`config.mk`:
```
export PLATFORM = sky130hd
export DESIGN_NAME = stage1_match_ctrl
export DESIGN_NICKNAME = d
export VERILOG_FILES = /design/src/rtl/stage1_pkg.sv /design/src/rtl/stage1_inflight_tracker.sv /design/src/rtl/stage1_match_ctrl.sv
export SDC_FILE = /design/constraint.sdc
export NUM_CORES = 1
export LEC_CHECK = 0
export CORE_AREA = 4 4 107 109
export DETAILED_ROUTE_END_ITERATION = 8
export DIE_AREA = 0 0 111 113
export PLACE_DENSITY_LB_ADDON = 0.12
export SYNTH_ARGS = -nofsm -noshare
export SYNTH_HDL_FRONTEND = slang
export SYNTH_SLANG_ARGS = --single-unit
```
`constraint.sdc`:
```
create_clock -name i_clk -period 1.4 [get_ports i_clk]
set_input_delay 0.28 -clock i_clk [delete_from_list [all_inputs] [get_ports i_clk]]
set_output_delay 0.28 -clock i_clk [all_outputs]
set_load 0.005 [all_outputs]
```
`src/rtl/stage1_pkg.sv`:
```
// Shared types and constants for the stage-1 compression datapath.
package stage1_pkg;

    localparam int DICT_ENTRY = 16;
    localparam int DICT_WORD  = 32;
    localparam int PTR_W      = $clog2(DICT_ENTRY);

    // Block sequencing states of the match controller
    typedef enum logic [2:0] {
        IDLE  = 3'd0,
        CLEAR = 3'd1,
        RUN   = 3'd2,
        DRAIN = 3'd3,
        DONE  = 3'd4
    } ctrl_state_t;

endpackage

```
`src/rtl/stage1_inflight_tracker.sv`:
```
// Valid-flag shift register that follows items through a fixed-latency
// pipeline which only advances on enabled cycles. The empty flag looks one
// update ahead: it is high when no flag will remain after this cycle, which
// lets a controller finish a drain without an extra idle cycle.
module stage1_inflight_tracker #(
    parameter int DEPTH = 2
) (
    input  logic clk,
    input  logic rst_n,
    input  logic en,
    input  logic in_flag,
    output logic out_valid,
    output logic empty
);

    logic [DEPTH-1:0] flag_reg;
    logic [DEPTH-1:0] flag_next;

    // Stage 0 takes the new flag; every other stage takes its predecessor
    assign flag_next[0] = en ? in_flag : flag_reg[0];
    for (genvar gi = 1; gi < DEPTH; gi++) begin : g_stage
        assign flag_next[gi] = en ? flag_reg[gi-1] : flag_reg[gi];
    end

    // Flag register, cleared by the asynchronous reset
    always_ff @(posedge clk or negedge rst_n) begin
        if (!rst_n) begin
            flag_reg <= '0;
        end else begin
            flag_reg <= flag_next;
        end
    end

    assign out_valid = flag_reg[DEPTH-1];
    assign empty     = (flag_next == '0);

endmodule

```
`src/rtl/stage1_match_ctrl.sv`:
```
// Sequencing controller for the stage-1 matching stage: block start/clear,
// input handshake, dictionary write pointer and valid mask, in-flight
// tracking and output backpressure.
module stage1_match_ctrl #(
    parameter int WIDTH       = 64,
    parameter int DICT_ENTRY  = stage1_pkg::DICT_ENTRY,
    parameter int PIPE_LAT    = 2,
    parameter int BLOCK_PAIRS = 32
) (
    input  logic                          i_clk,
    input  logic                          i_reset,
    input  logic                          i_start,
    input  logic                          i_valid,
    output logic                          o_ready,
    input  logic [WIDTH-1:0]              i_word,
    output logic [WIDTH-1:0]              o_dp_word,
    output logic                          o_dp_en,
    output logic                          o_dict_clear,
    output logic                          o_dict_we,
    output logic [$clog2(DICT_ENTRY)-1:0] o_wr_ptr,
    output logic [DICT_ENTRY-1:0]         o_entry_valid,
    output logic                          o_dict_full,
    output logic                          o_out_valid,
    input  logic                          i_out_ready,
    output logic                          o_block_done,
    output logic                          o_busy
);

    import stage1_pkg::ctrl_state_t;
    import stage1_pkg::IDLE;
    import stage1_pkg::CLEAR;
    import stage1_pkg::RUN;
    import stage1_pkg::DRAIN;
    import stage1_pkg::DONE;

    localparam int PTR_W = $clog2(DICT_ENTRY);
    localparam int CNT_W = $clog2(BLOCK_PAIRS + 1);
    localparam logic [CNT_W-1:0] LAST_CNT = CNT_W'(BLOCK_PAIRS);

    ctrl_state_t           state_reg;
    ctrl_state_t           state_next;
    logic [CNT_W-1:0]      issued_reg;
    logic [PTR_W-1:0]      wr_ptr_reg;
    logic [DICT_ENTRY-1:0] mask_reg;
    logic [DICT_ENTRY-1:0] mask_set;
    logic [WIDTH-1:0]      dp_word_reg;
    logic                  we_reg;
    logic                  dp_en;
    logic                  xfer;
    logic                  pipe_empty;

    // Pipeline freezes only while a valid result waits on the packer
    assign dp_en = !(o_out_valid && !i_out_ready);
    assign xfer  = i_valid && o_ready;

    stage1_inflight_tracker #(
        .DEPTH (PIPE_LAT)
    ) u_tracker (
        .clk       (i_clk),
        .rst_n     (i_reset),
        .en        (dp_en),
        .in_flag   (xfer),
        .out_valid (o_out_valid),
        .empty     (pipe_empty)
    );

    // Next-state logic; RUN may skip DRAIN when the pipe empties at once
    always_comb begin
        state_next = state_reg;
        case (state_reg)
            IDLE:    if (i_start) state_next = CLEAR;
            CLEAR:   state_next = RUN;
            RUN:     if (issued_reg == LAST_CNT) state_next = pipe_empty ? DONE : DRAIN;
            DRAIN:   if (pipe_empty) state_next = DONE;
            DONE:    state_next = IDLE;
            default: state_next = IDLE;
        endcase
    end

    // State register
    always_ff @(posedge i_clk or negedge i_reset) begin
        if (!i_reset) begin
            state_reg <= IDLE;
        end else begin
            state_reg <= state_next;
        end
    end

    // Forwarded pair and its write strobe; both hold while stalled
    always_ff @(posedge i_clk or negedge i_reset) begin
        if (!i_reset) begin
            dp_word_reg <= '0;
            we_reg      <= 1'b0;
        end else begin
            if (xfer) begin
                dp_word_reg <= i_word;
            end
            if (dp_en) begin
                we_reg <= xfer;
            end
        end
    end

    // Mask bits for the two entries the pending write fills
    always_comb begin
        mask_set = '0;
        mask_set[wr_ptr_reg]               = 1'b1;
        mask_set[wr_ptr_reg + PTR_W'(1)]   = 1'b1;
    end

    // Block bookkeeping: pair count, FIFO write pointer, valid-entry mask
    always_ff @(posedge i_clk or negedge i_reset) begin
        if (!i_reset) begin
            issued_reg <= '0;
            wr_ptr_reg <= '0;
            mask_reg   <= '0;
        end else if (state_reg == CLEAR) begin
            issued_reg <= '0;
            wr_ptr_reg <= '0;
            mask_reg   <= '0;
        end else begin
            if (xfer) begin
                issued_reg <= issued_reg + CNT_W'(1);
            end
            if (o_dict_we) begin
                wr_ptr_reg <= wr_ptr_reg + PTR_W'(2);
                mask_reg   <= mask_reg | mask_set;
            end
        end
    end

    assign o_ready       = (state_reg == RUN) && dp_en && (issued_reg < LAST_CNT);
    assign o_dp_word     = dp_word_reg;
    assign o_dp_en       = dp_en;
    assign o_dict_clear  = (state_reg == CLEAR);
    assign o_dict_we     = we_reg && dp_en;
    assign o_wr_ptr      = wr_ptr_reg;
    assign o_entry_valid = mask_reg;
    assign o_dict_full   = &mask_reg;
    assign o_block_done  = (state_reg == DONE);
    assign o_busy        = (state_reg != IDLE);

endmodule

```
==> impl_metrics.tcl, run 1 <==
set metrics [dict create \
    status "complete, but fails checks" \
    violations "setup timing" \
    gp_congestion 0.797 \
    pin_count 161 \
    r2r_slack_ps -290 \
    worstPathCellList "buf_6 > or3_4 > inv_4 > buf_6" \
    period_minus_slack_ps 1690 \
    layout.nets 596 \
    synth_nets 343 \
    drc_errors 0 \
    fill_cells 816 \
    r2r_start "state_reg[1]" \
    drive_gt1_frac 0.427 \
    numPortBuffers 159 \
    htree_levels 3 \
    syn_inst 271 \
    core_sq_um 10600 \
    final_cell_area_sq_um 6950 \
    vias 3095 \
    syn_avg_cell_area_sq_um 14.9 \
    dr.first_iter.drc_count 132 \
    final_util 0.655 \
    fin_ws_ps -291 \
    cp-startpoint "state_reg[1]" \
    critPathBufInv 3 \
    ys_ff_latch 95 \
    synth.distinct_cells 36 \
    synth_area_sq_um 4050 \
    dr.pass1.iters 4 \
    p_leak_nw 3.50 \
    n_antenna_cell 0 \
    hold_class "in -> async" \
    maxCapViolCount 0 \
    regArea_sq_um 2380 \
    cts.sinks 95 \
    grt_pass1_vias 3358 \
    final_common_cell "dfrtp_1" \
    critPathMaxStageDelay_ps 400 \
    fin_worst_skew_ps 14.7 \
    layout_common_cells "95 x dfrtp_1, 67 x clkdlybuf4s50_1, 67 x dlygate4sd2_1" \
    crit_fanout 3 \
    crit_family "flip-flops" \
    antenna_left 0 \
    yosysSeqAreaShare 0.588 \
    cts.clk_slew.worst_paths_ps 100 \
    area.growth.synth_to_final_pct 71.8 \
    cp.arrival_ps 1410 \
    grt.overflow.total 0 \
    fp-row-count 38 \
    wl_per_cell_um 16.4 \
    report.final.hold_viol_count 0 \
    clock_latency_ps 360 \
    finalSetupViolations 89 \
    ys_warn_count 0 \
    cp_common_cell "buf_6" \
    cts_tree "done" \
    drt-total-wl_mm 11.0 \
    grt_pass1_wl_mm 17.7 \
    cts_buffers 9 \
    antenna_found_initial 0 \
    reg2reg_depth 7 \
    largest_reg_flops 64 \
    powerDensity_nw_per_um2 1980 \
    required_ps 1120 \
    final_max_slew_viol_count 0 \
    cp-start-kind "flip-flop" \
    die-area_sq_um 12500 \
    vias_per_cell 4.63 \
    r2r-end "o_dp_word[58]" \
    initial_utilization 0.382 \
    die_w_um 111 \
    path_depth 4 \
    grt.total_usage 0.175 \
    die_h_um 113 \
    dpl_cell_area_sq_um 6120 \
    cp-endpoint "o_dict_clear" \
    post-place-ws_ps -633 \
    fin_setup_tns_ps -18870 \
    worstSetupEndpointType "output pin" \
    rsz0062_at_grt "true" \
    critical_path_class "reg -> out" \
    root_buffer "clkbuf_8" \
    dpl.hpwl_mm 7.15 \
    worst_path_max_delay_cell "dfrtp_1" \
    period_share 1.21 \
    ir_drop_v 0.00100 \
    fmax_mhz 591 \
    cts_buffer_depth 2 \
    multi_input_area_sq_um 1680 \
    grt_max_degree 48 \
]
==> worst register-to-register path, cell delays in order (launching register included) <==
cell and delay, ps:
dfrtp_1 400, buf_6 130, and2b_2 210, buf_6 120, nand4_4 100, buf_6 160
clkbuf_16 160, mux2_4 290
==> worst min-delay path by stage <==
stage	from	slack [ps]	end
floorplan	i_reset	-20	issued_reg[0]
global placement	i_reset	200	o_dp_word[63]
detailed placement	i_reset	210	o_dp_word[63]
CTS	i_reset	350	o_dp_word[63]
global route	i_reset	380	o_dp_word[63]
finish	i_reset	360	o_dp_word[63]
==> logic make-up after synthesis <==
logic type      after synthesis  share of synthesized area
buf+inv                      28                     0.0418
simple gates                 46                     0.0659
mux                          66                      0.241
flops                        95                      0.588
other cells                   1                   0.000927
xor+xnor                      3                    0.00650
fa+ha+maj                     3                    0.00928
compound gates               29                     0.0473
==> power breakdown <==
part	leakage, nW	internal, mW	switching [mW]
combinational	2.22	4.73	2.48
sequential	1.17	3.93	0.632
clock	0.104	1.02	0.990
==> timing repair <==
action / in CTS / in global routing
endpoints found under the hold margin: 21 / 0
pin swaps: 16 / 7
gates resized for setup: 190 / 33
gates cloned: 2 / 2
setup buffers: 35 / 16
setup endpoints to repair: 182 / 105
hold buffers: 1 / 0
==> per-layer routing <==
| metal | vias to the layer above | GRT usage | share of wire |
|---|---|---|---|
| li1 | 1446 | - | - |
| met1 | 1524 | 0.227 | 0.44 |
| met2 | 106 | 0.290 | 0.49 |
| met3 | 19 | 0.0406 | 0.053 |
| met4 | 0 | 0.0583 | 0.018 |
| met5 | - | 0 | 0 |
==> cell type report <==
cell class / count / area share
Clock buffer: 10 / 0.0184
Clock inverter: 6 / 0.0133
Inverter: 13 / 0.00738
Multi-Input combinational cell: 148 / 0.242
Sequential cell: 95 / 0.342
Tap cell: 140 / 0.0252
Timing Repair Buffer: 257 / 0.352
==> Yosys cell counts <==
library cell,count,area share
o221a_2,1,0.0028
a31oi_1,3,0.0046
and2_1,1,0.0015
o211ai_1,1,0.0019
o221ai_1,1,0.0022
mux2_2,2,0.0056
mux2i_1,2,0.0049
buf_4,3,0.0056
and4_1,1,0.0022
and3_1,2,0.0031
and2b_1,1,0.0019
or3_1,2,0.0031
o21a_1,11,0.020
a21oi_1,8,0.0099
inv_1,13,0.012
clkbuf_1,5,0.0046
nor4_1,1,0.0015
ha_1,3,0.0093
nand3b_1,3,0.0056
nand2b_1,1,0.0015
o31ai_1,1,0.0019
buf_6,7,0.019
nor4b_1,1,0.0022
nand4_4,1,0.0053
o21ai_0,3,0.0037
nand2_1,8,0.0074
xor2_1,1,0.0022
nor3_1,4,0.0049
xnor2_1,2,0.0043
conb_1,1,0.00093
nand4_1,5,0.0077
dfrtp_1,95,0.59
mux2_4,62,0.23
nor3b_1,3,0.0056
nor2_1,8,0.0074
nand3_1,4,0.0049
==> through the flow <==
stage	total power, mW	cells	hold WS (ps)
finish	13.8	669	358
global route	14.6	669	379
CTS	13.4	657	348
detailed placement	11.1	605	211
global placement	11.0	605	204
floorplan	7.61	271	-15.6
Power figures use the tool's default switching activity.
==> run 2: changes to the inputs <==
--- a/config.mk
+++ b/config.mk
@@ -8,7 +8,9 @@
 export CORE_AREA = 4 4 107 109
 export DETAILED_ROUTE_END_ITERATION = 8
 export DIE_AREA = 0 0 111 113
+export GPL_ROUTABILITY_DRIVEN = 0
 export PLACE_DENSITY_LB_ADDON = 0.12
 export SYNTH_ARGS = -nofsm -noshare
 export SYNTH_HDL_FRONTEND = slang
 export SYNTH_SLANG_ARGS = --single-unit
+export TNS_END_PERCENT = 20
==> impl_metrics.tcl, run 2 (synthesized netlist as in run 1, its figures left out) <==
set metrics [dict create \
    status "complete, but fails checks" \
    violations "setup timing" \
    drc_errors 0 \
    drive_gt1_frac 0.382 \
    area.growth.synth_to_final_pct 64.9 \
    powerDensity_nw_per_um2 2000 \
    fp-row-count 38 \
    antenna_left 0 \
    dpl.hpwl_mm 7.27 \
    dr_wl_met3_um 457 \
    p_total_mw 13.4 \
    required_ps 1640 \
    cp_common_cell "buf_6" \
    r2r_start "state_reg[1]" \
    cts_buffers 9 \
    dr.first_iter.drc_count 138 \
    grt_max_degree 31 \
    crit_fanout 8 \
    n_antenna_cell 0 \
    clock_latency_ps 360 \
    core_sq_um 10600 \
    worst_path_max_delay_cell "dfrtp_1" \
    cp.arrival_ps 1980 \
    p_leak_nw 3.37 \
    grt_pass1_wl_mm 16.7 \
    final_common_cell "dfrtp_1" \
    cts.sinks 95 \
    worstSetupEndpointType "flip-flop" \
    finalSetupViolations 96 \
    cts.clk_slew.worst_paths_ps 90 \
    root_buffer "clkbuf_8" \
    post-place-ws_ps -569 \
    cp-start-kind "flip-flop" \
    period_share 1.24 \
    layout_common_cells "95 x dfrtp_1, 67 x clkdlybuf4s50_1, 66 x dlygate4sd2_1" \
    grt.overflow.total 0 \
    met1_length_mm 4.89 \
    fmax_mhz 575 \
    fin_worst_skew_ps 8.16 \
    antenna_found_initial 0 \
    maxCapViolCount 0 \
    final_util 0.629 \
    ir_drop_v 0.000790 \
    hold_class "in -> async" \
    wl_met2_mm 5.22 \
    vias_per_cell 4.68 \
    reg2reg_depth 7 \
    rsz0062_at_grt "true" \
    period_minus_slack_ps 1740 \
    r2r_slack_ps -340 \
    die_w_um 111 \
    largest_reg_flops 64 \
    cts_tree "done" \
    die-area_sq_um 12500 \
    grt.total_usage 0.166 \
    die_h_um 113 \
    numPortBuffers 159 \
    htree_levels 3 \
    dr.max_layer_used "met4" \
    worstPathCellList "buf_6 > and2b_2 > buf_6 > nand4_4 > buf_12 > clkbuf_16 > mux2_4" \
    dr.pass1.iters 4 \
    layout.nets 570 \
    initial_utilization 0.382 \
    final_max_slew_viol_count 0 \
    drt-total-wl_mm 10.8 \
    critPathMaxStageDelay_ps 410 \
    dp.cells 605 \
    grt_pass1_vias 3210 \
    final_cells 642 \
    pin_count 161 \
    report.final.hold_viol_count 0 \
    hold_slack_ps 397 \
    vias 3006 \
    cts_buffer_depth 2 \
    r2r-end "o_dp_word[20]" \
    wl_per_cell_um 16.8 \
    fin_ws_ps -339 \
    critical_path_class "reg -> reg" \
]
==> run 2: power by group <==
| part | switching, mW | internal, mW |
|---|---|---|
| Combinational | 2.28 | 4.33 |
| Sequential | 0.636 | 3.94 |
| Clock | 0.897 | 1.28 |
==> run 2: worst max-delay path by stage <==
| stage | startpoint | to | slack, ps |
|---|---|---|---|
| after floorplan | state_reg[0] | o_dp_word[21] | -50 |
| after global placement | i_out_ready | o_dict_we | -570 |
| after detailed placement | i_out_ready | o_dict_we | -570 |
| after CTS | state_reg[1] | o_busy | -360 |
| after global routing | state_reg[1] | o_dp_word[4] | -410 |
| final | state_reg[1] | o_dp_word[20] | -340 |
==> run 2: area by class of cell <==
type	instances	area (sq um)
clock inverter	3	90.1
fill	865	3930
inverter	13	48.8
multi-input combinational	148	1600
clock buffer	12	155
sequential	95	2380
timing repair buffer	231	2230
tap	140	175
==> run 2: metrics by stage <==
| stage | setup TNS (ps) | area (sq um) |
|---|---|---|
| floorplan | -3320 | 4060 |
| global placement | -45150 | 6140 |
| detailed placement | -46740 | 6140 |
| CTS | -22890 | 6480 |
| global route | -32420 | 6670 |
| finish | -24940 | 6670 |
==> run 2: critical path, delay by kind of cell (launching register included) <==
kind	cells	cell delay (ps)
buffers and inverters	4	550
flip-flops	1	410
multiplexers	1	290
AND/OR/NAND/NOR	2	370
==> run 2: layer usage <==
layer | GRT usage | up-vias
met5 | 0 | -
met4 | 0.0714 | 0
met3 | 0.0332 | 15
met2 | 0.265 | 97
met1 | 0.220 | 1493
li1 | - | 1401
==> run 2: what timing repair did <==
item                       CTS  global route
setup buffers                9             6
resized for setup          154            31
gates cloned                 1             6
setup endpoints to repair  178           115
hold buffers                 1             0
hold endpoints to repair    24             0
pin swaps                   12             7
==> edit: new RTL, config.mk and constraints of run 1 <==
Make the reset (`i_reset` and `rst_n`) synchronous in 4 clocked blocks. Comments in the files are not updated.
--- a/src/rtl/stage1_inflight_tracker.sv
+++ b/src/rtl/stage1_inflight_tracker.sv
@@ -23,7 +23,7 @@
     end
 
     // Flag register, cleared by the asynchronous reset
-    always_ff @(posedge clk or negedge rst_n) begin
+    always_ff @(posedge clk) begin
         if (!rst_n) begin
             flag_reg <= '0;
         end else begin
--- a/src/rtl/stage1_match_ctrl.sv
+++ b/src/rtl/stage1_match_ctrl.sv
@@ -78,7 +78,7 @@
     end
 
     // State register
-    always_ff @(posedge i_clk or negedge i_reset) begin
+    always_ff @(posedge i_clk) begin
         if (!i_reset) begin
             state_reg <= IDLE;
         end else begin
@@ -87,7 +87,7 @@
     end
 
     // Forwarded pair and its write strobe; both hold while stalled
-    always_ff @(posedge i_clk or negedge i_reset) begin
+    always_ff @(posedge i_clk) begin
         if (!i_reset) begin
             dp_word_reg <= '0;
             we_reg      <= 1'b0;
@@ -109,7 +109,7 @@
     end
 
     // Block bookkeeping: pair count, FIFO write pointer, valid-entry mask
-    always_ff @(posedge i_clk or negedge i_reset) begin
+    always_ff @(posedge i_clk) begin
         if (!i_reset) begin
             issued_reg <= '0;
             wr_ptr_reg <= '0;
Formal check against the unedited RTL: differs if i_reset is asserted again (counterexample within 4 cycles, from zero or initial values and one cycle with i_reset low); with i_reset held inactive, the same outputs for 10 cycles.
==> edit against run 1 <==
  * Critical endpoint is now o_ready
  * Wire length increased by 11%
  * Cell area increased by 2.8%
  * Non-clock buffer count decreased by 10
  * Worst setup slack improved by 0.033 ns
  * Critical path depth unchanged
  * Synthesized area decreased by 9.1%
  * Count of clock-buffer cells in the layout increased by 4
  * Sequential cell count unchanged
  * Highest routed layer is now met5
  * The flow still finishes with violations (setup timing)
  * First-iteration DRC count decreased by 1.5%
Power is not compared: it rests on default switching activity, and its combinational part moved more than twofold at a synthesized area within 25%.
==> edit: results (changes against run 1) <==
Yosys
  • Unique masters post-synth: 37 (was 36)
  • Most frequent cells after synthesis: nand2_1, dfxtp_1, a21boi_0 (was dfrtp_1, mux2_4, inv_1)
  • Asr flop ratio synth: 0% (was 100%)
  • Register area share after synthesis: 51.7% (was 58.8%)
  • Synth Instances: 419 (was 271)
  • Top area cells in the synthesized netlist: dfxtp_1, nand2_1, a21boi_0, a21boi_1, o21a_1 (was dfrtp_1, mux2_4, o21a_1, buf_6, inv_1)
  • Synth Flop Type: dfxtp_1 (was dfrtp_1)
  • Post-Syn Area: 3680 µm² (was 4050 µm²)

Placement
  • DP Worst Slack: -0.573 ns (was -0.633 ns)
  • Placed inst area: 5760 µm² (was 6120 µm²)
  • GPL Wtd Cong: 0.785 (was 0.797)
  • Number of placed instances, taps included: 740 (was 605)

Critical path
  • Critical Path AT: 1.38 ns (was 1.41 ns)
  • Setup slack, reg-to-reg: -0.23 ns (was -0.29 ns)
  • Critical Path Max Stage Delay: 0.37 ns (was 0.40 ns)
  • Max FO, Critical Path: 2 (was 3)
  • RR Endpoint: o_dp_word[24] (was o_dp_word[58])
  • Critical path's top delay family: simple AND/OR/NAND/NOR gates (was flip-flops)

Finish
  • Final non-filler cell total: 793 (was 669)
  • #MultiIn Comb: 286 (was 148)
  • Clock-cell share: 3.06% (was 3.17%)
  • Share of cells above drive strength 1: 41.7% (was 42.7%)
  • Layout area overhead: 94.3% (was 71.8%)
  • Non-clk bufs: 247 (was 257)
  • FF+latch area: 1970 µm² (was 2380 µm²)

Timing
  • Final WS setup: -0.258 ns (was -0.291 ns)
  • Final setup fails: 83 (was 89)

Global route
  • Initial antenna violation count: 1 (was 0)
  • Total track usage: 17.2% (was 17.5%)
  • Vias in the first global route: 3661 (was 3358)

Status
  • Outcome: complete, but fails checks (unchanged)
  • Failing checks: setup timing (unchanged)

Routing
  • First DRT Iteration DRCs: 130 (was 132)
[edit: cell count changes in the layout (fill, tap and decap cells not counted), sizes merged, moves of 3 or more]
cell / change
a21boi: +66
buf: -23
clkbuf: +7
clkdlybuf4s15: -4
dfrtp: -95
dfxtp: +95
dlygate4sd2: +16
inv: -6
mux2: -64
nand2: +129
nor2: +4
nor2b: +3
nor3b: +3
[edit: metrics by stage]
step	setup TNS [ns]	util, %	hold slack, ns
after floorplan	-1.62	-	0.415
after global placement	-40.93	54.3	0.441
after detailed placement	-44.83	54.3	0.445
after CTS	-13.19	59.9	0.345
after global routing	-20.09	67.4	0.381
final	-13.92	67.4	0.380
[edit: cells by family after synthesis]
family | Yosys count | share of synthesized area, %
AOI/OAI and AO/OA | 90 | 18.0
xor gates and xnor gates | 5 | 1.19
adders and majority gates | 3 | 1.02
buffers and inverters | 38 | 5.34
DFF | 95 | 51.7
other | 1 | 0.102
and+or+nand+nor | 187 | 22.6
[edit: how the worst min path moves through the flow]
stage	startpoint	end	cells past startpoint
global route	i_reset	issued_reg[1]	4
CTS	i_reset	issued_reg[5]	4
floorplan	i_word[34]	o_dp_word[34]	2
global placement	o_dp_word[37]	o_dp_word[37]	2
detailed placement	o_dp_word[55]	o_dp_word[55]	2
finish	i_reset	issued_reg[1]	4
[edit: what timing repair did]
action,4_1_cts,5_1_grt
setup buffers,17,11
resized for setup,258,149
pin swaps,28,99
gates cloned,5,9
setup endpoints to repair,174,100
[edit: metal layers]
layer / global-route usage (%) / vias to the layer above / wire length [µm]
met4: 5.42 / 2 / 138
met2: 30.1 / 114 / 6250
met5: 0 / - / 7
li1: - / 1835 / -
met3: 6.79 / 17 / 908
met1: 19.4 / 1782 / 4890
